### src/rtl/gerador_aleatorio_if.sv
// Request/response bundle of the pseudo-random generator.
// pedido is a level request taken only while idle; pronto pulses one cycle when aleatorio is updated.
interface gerador_aleatorio_if #(
  parameter int LFSR_W = 8,
  parameter int OUT_W  = 4
) ();
  logic [LFSR_W-1:0] semente;
  logic              carrega;
  logic              pedido;
  logic [OUT_W-1:0]  aleatorio;
  logic              pronto;
  logic              ocupado;
  logic [LFSR_W-1:0] lfsr_q;
  logic [1:0]        estado;

  modport master (
    output semente, carrega, pedido,
    input  aleatorio, pronto, ocupado, lfsr_q, estado
  );

  modport slave (
    input  semente, carrega, pedido,
    output aleatorio, pronto, ocupado, lfsr_q, estado
  );
endinterface

### src/rtl/gerador_aleatorio.sv
// Range-constrained pseudo-random value generator: free-running Fibonacci LFSR,
// serial LSB-first candidate collection, reject-and-retry with fallback to MIN_VAL.
module gerador_aleatorio #(
  parameter int                LFSR_W    = 8,
  parameter int                OUT_W     = 4,
  parameter logic [LFSR_W-1:0] TAPS      = 8'hB8,
  parameter logic [LFSR_W-1:0] SEED_RST  = 8'hA5,
  parameter int                MIN_VAL   = 1,
  parameter int                MAX_VAL   = 14,
  parameter int                MAX_TRIES = 4
) (
  input logic                clock,
  input logic                reset,
  gerador_aleatorio_if.slave bus
);

  localparam int BW = (OUT_W > 1) ? $clog2(OUT_W) : 1;
  localparam int TW = (MAX_TRIES > 1) ? $clog2(MAX_TRIES) : 1;
  localparam logic [OUT_W-1:0] MIN_C = OUT_W'(MIN_VAL);
  localparam logic [OUT_W-1:0] MAX_C = OUT_W'(MAX_VAL);

  typedef enum logic [1:0] {
    OCIOSO = 2'd0,
    COLETA = 2'd1,
    TESTE  = 2'd2
  } estado_t;

  estado_t           r_state, w_state_nxt;
  logic [LFSR_W-1:0] r_lfsr, w_lfsr_nxt;
  logic [BW-1:0]     r_bit, w_bit_nxt;
  logic [TW-1:0]     r_try, w_try_nxt;
  logic [OUT_W-1:0]  r_cand, w_cand_nxt;
  logic [OUT_W-1:0]  r_val, w_val_nxt;
  logic              r_pronto, w_pronto_nxt;
  logic              w_fb;

  always_ff @(posedge clock or posedge reset) begin
    if (reset) begin
      r_state  <= OCIOSO;
      r_lfsr   <= SEED_RST;
      r_bit    <= '0;
      r_try    <= '0;
      r_cand   <= '0;
      r_val    <= MIN_C;
      r_pronto <= 1'b0;
    end else begin
      r_state  <= w_state_nxt;
      r_lfsr   <= w_lfsr_nxt;
      r_bit    <= w_bit_nxt;
      r_try    <= w_try_nxt;
      r_cand   <= w_cand_nxt;
      r_val    <= w_val_nxt;
      r_pronto <= w_pronto_nxt;
    end
  end

  // The LFSR runs regardless of the FSM; a zero seed or a zero state re-seeds.
  always_comb begin
    w_fb = ^(r_lfsr & TAPS);
    if (bus.carrega)
      w_lfsr_nxt = (bus.semente == '0) ? SEED_RST : bus.semente;
    else if (r_lfsr == '0)
      w_lfsr_nxt = SEED_RST;
    else
      w_lfsr_nxt = {r_lfsr[LFSR_W-2:0], w_fb};
  end

  always_comb begin
    w_state_nxt  = r_state;
    w_bit_nxt    = r_bit;
    w_try_nxt    = r_try;
    w_cand_nxt   = r_cand;
    w_val_nxt    = r_val;
    w_pronto_nxt = 1'b0;
    if (bus.carrega) begin
      w_state_nxt = OCIOSO;
    end else begin
      case (r_state)
        OCIOSO: begin
          if (bus.pedido) begin
            w_state_nxt = COLETA;
            w_bit_nxt   = '0;
            w_try_nxt   = '0;
            w_cand_nxt  = '0;
          end
        end
        COLETA: begin
          w_cand_nxt[r_bit] = r_lfsr[0];
          w_bit_nxt         = r_bit + 1'b1;
          if (r_bit == BW'(OUT_W - 1))
            w_state_nxt = TESTE;
        end
        TESTE: begin
          if ((r_cand >= MIN_C) && (r_cand <= MAX_C)) begin
            w_val_nxt    = r_cand;
            w_pronto_nxt = 1'b1;
            w_state_nxt  = OCIOSO;
          end else if (r_try == TW'(MAX_TRIES - 1)) begin
            w_val_nxt    = MIN_C;
            w_pronto_nxt = 1'b1;
            w_state_nxt  = OCIOSO;
          end else begin
            w_try_nxt   = r_try + 1'b1;
            w_bit_nxt   = '0;
            w_state_nxt = COLETA;
          end
        end
        default: w_state_nxt = OCIOSO;
      endcase
    end
  end

  assign bus.aleatorio = r_val;
  assign bus.pronto    = r_pronto;
  assign bus.ocupado   = (r_state != OCIOSO);
  assign bus.lfsr_q    = r_lfsr;
  assign bus.estado    = r_state;

endmodule

### src/flat_wrapper.sv
// flat-port wrapper written by rule: the top's interface ports become plain ports
module gerador_aleatorio_flat 
#(
  parameter int                LFSR_W    = 8,
  parameter int                OUT_W     = 4,
  parameter logic [LFSR_W-1:0] TAPS      = 8'hB8,
  parameter logic [LFSR_W-1:0] SEED_RST  = 8'hA5,
  parameter int                MIN_VAL   = 1,
  parameter int                MAX_VAL   = 14,
  parameter int                MAX_TRIES = 4
)
  (clock, reset, bus_semente, bus_carrega, bus_pedido, bus_aleatorio, bus_pronto, bus_ocupado, bus_lfsr_q, bus_estado);
  gerador_aleatorio_if #(.LFSR_W(LFSR_W), .OUT_W(OUT_W)) bus_i ();
  input logic clock;
  input logic reset;
  input wire logic [$bits(bus_i.semente)-1:0] bus_semente;
  input wire logic [$bits(bus_i.carrega)-1:0] bus_carrega;
  input wire logic [$bits(bus_i.pedido)-1:0] bus_pedido;
  output wire logic [$bits(bus_i.aleatorio)-1:0] bus_aleatorio;
  output wire logic [$bits(bus_i.pronto)-1:0] bus_pronto;
  output wire logic [$bits(bus_i.ocupado)-1:0] bus_ocupado;
  output wire logic [$bits(bus_i.lfsr_q)-1:0] bus_lfsr_q;
  output wire logic [$bits(bus_i.estado)-1:0] bus_estado;
  assign bus_i.semente = bus_semente;
  assign bus_i.carrega = bus_carrega;
  assign bus_i.pedido = bus_pedido;
  assign bus_aleatorio = bus_i.aleatorio;
  assign bus_pronto = bus_i.pronto;
  assign bus_ocupado = bus_i.ocupado;
  assign bus_lfsr_q = bus_i.lfsr_q;
  assign bus_estado = bus_i.estado;
  gerador_aleatorio #(.LFSR_W(LFSR_W), .OUT_W(OUT_W), .TAPS(TAPS), .SEED_RST(SEED_RST), .MIN_VAL(MIN_VAL), .MAX_VAL(MAX_VAL), .MAX_TRIES(MAX_TRIES)) u_core (.clock(clock), .reset(reset), .bus(bus_i));
endmodule
### config.mk
export PLATFORM = sky130hd
export DESIGN_NAME = gerador_aleatorio_flat
export DESIGN_NICKNAME = d
export VERILOG_FILES = /design/src/rtl/gerador_aleatorio_if.sv /design/src/rtl/gerador_aleatorio.sv /design/src/flat_wrapper.sv
export SDC_FILE = /design/constraint.sdc
export NUM_CORES = 1
export LEC_CHECK = 0
export BUFFER_PORTS_ARGS = -buffer_cell sky130_fd_sc_hd__buf_2
export CAP_MARGIN = 20
export CORE_MARGIN = 2
export CORE_UTILIZATION = 48
export DETAILED_ROUTE_END_ITERATION = 10
export PLACE_DENSITY = 0.77
export SLEW_MARGIN = 20
export SYNTH_ARGS = -nofsm -noshare
export SYNTH_HDL_FRONTEND = slang
export SYNTH_SLANG_ARGS = --single-unit
### constraint.sdc
create_clock -name clock -period 1.4 [get_ports clock]
set_input_delay 0 -clock clock [delete_from_list [all_inputs] [get_ports clock]]
set_output_delay 0 -clock clock [all_outputs]
set_load 0.05 [all_outputs]
==> impl_metrics.csv <==
group,metric,value,unit
hold_path,holdCritStartpoint,"bus_pedido",
power,power_density,1104,mW/mm^2
drt,num_vias,1157,
timing,relSlewSlack,70.34,%
global_routing,antenna_found_initial,0,
floorplan,coreArea,0.002522,sq mm
setup_path,required,1.66,ns
hold_path,hold_end,"u_core.r_try[0]",
drt,first_iter_violations,32,
drt,top_layer_used,"met4",
hold_path,worstHoldPathCells,4,
yosys,syn_nets,137,
timing,fin_skew,0.001701,ns
placed_design,place_area,0.001545,sq mm
power,seq_power_share,44.0,%
drt,drcViolationCount,0,
cts,cts-root-buf,"clkbuf_4",
cts,htree_levels,1,
drt,wire_per_inst,15.21,microns
global_routing,grt-ovfl-total,0,
cells_and_area,drive_gt1_share,42.20,%
drt,viasPerCell,5.700,
power,p_switching,698.0,uW
cts,clk_pin_slew,0.13,ns
drt,dr_wl_met3,86,microns
power,p_comb_share,39.9,%
cells_and_area,mostFrequentLayoutCells,"buf_2, buf_4, dfrtp_1",
hold_path,hold_path_class,"in -> reg",
placed_design,hpwlAfterDp,2158,microns
timing,rsz0062_at_grt,"true",
power,swShare,36.66,%
cells_and_area,final_common_cell,"buf_2",
setup_path,worstPathMaxFanout,4,
yosys,synth_top_cell_by_area,"dfrtp_1",
floorplan,ioPinCount,28,
cts,cts_buffers,3,
setup_path,cp-start-kind,"primary input",
global_routing,first_global_vias,1126,
setup_path,worstReg2RegEnd,"u_core.r_try[1]",
yosys,yosysWarnings,0,
yosys,synth_cell_types,42,
setup_path,slowest_delay,0.55,ns
timing,period_needed,1.385,ns
cts,clk_latency,0.30,ns
timing,tightest_slew,0.4449,ns
timing,slew_violations,0,
timing,max_freq,0.7218,GHz
timing,setup_viol,0,
setup_path,cp.buffers_inverters,2,
setup_path,r2r_start,"u_core.bus.estado[0]",
yosys,postSynthCellCount,119,
cells_and_area,final_util,68.35,%
job,cap_violations,0,
yosys,synthesis.area,0.001304,sq mm
cts,clock_tree.buffer_depth,2,
power,p_int,1206,uW
cells_and_area,insertedDiodeCount,0,
timing,hold_viol,0,
global_routing,grt_start_max_net_pins,24,
setup_path,cp-end-kind,"register",
yosys,synth_top_area_share,34.55,%
drt,wl,3088,microns
global_routing,grt_pass1_wl,5092,microns
placed_design,gp_congestion,0.8475,
power,ir_drop,0.0008573,V
cells_and_area,final_nets,192,
drt,firstDrtPassIters,4,
setup_path,worst_ep_arrival_time,1.64,ns
floorplan,die_x,56.12,microns
setup_path,crit_slowest_cell,"or4_1",
global_routing,grtUsageTotal,20.38,%
floorplan,num_rows,18,
floorplan,start_util,51.69,%
setup_path,r2r_cells,3,
cts,cts_tree,"built",
power,leakagePower,0.0007791,uW
yosys,ys_seq_area_share,44.63,%
drt,wl_met1,1370,microns
power,p_clk_share,16.1,%
setup_path,critPathTopFamily,"buffers and inverters",
setup_path,cp_cell_sequence,"dlygate4sd3_1 > buf_2 > or4_1 > o21ai_2 > o22a_1",
timing,fin_crit_sh,98.95,%
placed_design,io_buffer_count,27,
yosys,synthTopCellsByArea,"dfrtp_1, dfstp_2, ha_1",
cts,clock-sinks,23,
cells_and_area,stdcell_area,0.001724,sq mm
floorplan,dieArea,0.003149,sq mm
drt,wl_met2,1565,microns
cells_and_area,syn_to_final_growth,32.25,%
drt,final_antenna_net_count,0,
setup_path,ff2ff_setup_slack,0.02,ns
floorplan,dieHeight,56.12,microns
setup_path,crit_type,"in -> reg",
status,status,"complete, no violations",
yosys,avgSynthCellArea,10.96,sq um
yosys,ys_ff_latch,23,
what timing repair did:
item / in CTS / in global routing
pin swaps: 0 / 2
endpoints found under the setup margin: 2 / 11
hold buffers: 9 / 0
setup buffers: 3 / 3
gates resized for setup: 0 / 6
hold endpoints to repair: 31 / 0
cell type report:
cell class | instances | area [sq um]
clock buffer | 3 | 22.52
multi-input combinational | 80 | 655.6
clock inverter | 1 | 5.005
inverter | 11 | 41.29
fill | 194 | 798.3
tap | 30 | 37.54
timing repair buffer | 55 | 377.9
sequential | 23 | 584.3
logic make-up (layout without fill, tap and decap cells):
family | after synthesis | count (layout) | share of synthesized area (%)
and+or+nand+nor | 40 | 40 | 21.69
DFF | 23 | 23 | 44.63
muxes | 4 | 4 | 3.742
buffers and inverters | 16 | 70 | 6.238
AOI/OAI and AO/OA | 28 | 28 | 16.60
adders and majority gates | 6 | 6 | 5.758
xor gates and xnor gates | 2 | 2 | 1.344
per-layer routing:
layer	vias up	track usage, %
met5	-	0
met4	0	7.823
met3	10	2.093
li1	558	-
met2	30	33.95
met1	559	27.17
flip-flops by register name (all words and copies together), names as in the netlist:
name                  count
u_core.bus.lfsr_q         8
u_core.bus.aleatorio      4
u_core.r_cand             4
u_core.bus.estado         2
u_core.r_bit              2
u_core.r_try              2
u_core.bus.pronto         1
power by group through the flow:
stage          sequential (uW)  clock [uW]  combinational (uW)
3_3_place_gp               840           0                 647
2_1_floorplan              970           0                 335
5_1_grt                    848         349                 817
6_report                   838         307                 759
3_5_place_dp               851           0                 664
4_1_cts                    838         311                 690
stage by stage:
step	total power (uW)	hold WS (ns)	TNS, ns	setup WS (ns)	std cells
after CTS	1839	0.08660	0	0.002011	200
after global placement	1487	0.04727	0	0.05931	184
after detailed placement	1516	0.05412	0	0.002386	184
after global routing	2014	0.1076	-0.1739	-0.04822	203
final	1904	0.08544	0	0.01464	203
after floorplan	1305	-0.001922	-0.1292	-0.07276	119
worst max path at each step:
| stage | startpoint | endpoint | cells after the start |
|---|---|---|---|
| after detailed placement | u_core.r_cand[3] | u_core.r_try[1] | 3 |
| after CTS | bus_semente[0] | u_core.bus.lfsr_q[7] | 5 |
| final | bus_semente[0] | u_core.bus.lfsr_q[7] | 5 |
| after global placement | u_core.bus.estado[0] | u_core.r_try[1] | 3 |
| after floorplan | u_core.bus.estado[0] | u_core.r_try[1] | 3 |
| after global routing | u_core.r_cand[3] | u_core.r_try[1] | 3 |
worst reg2reg max path, delay by kind of cell (launching register included):
family / cells / cell delay (ns)
AND/OR/NAND/NOR: 2 / 0.53
flip-flops: 1 / 0.51
multiplexers: 1 / 0.25
Yosys cell counts, drive strengths merged:
cell and n:
nor4b 4, o41ai 3, o22a 4, and4 1
nand3 9, dfstp 5, nand4b 3, or3b 1
xnor2 2, nor3 2, and2b 1, ha 6
o31ai 1, o21a 1, dfrtp 18, o21ai 4
mux2 4, a21oi 3, a2111o 1, nor3b 1
or2 1, nand2 5, nor4 2, a22o 1
buf 5, a31o 3, or4 2, nor2 6
inv 11, a211oi 1, o211ai 6, and2 1
nor4bb 1
(Power assumes the default switching activity.)
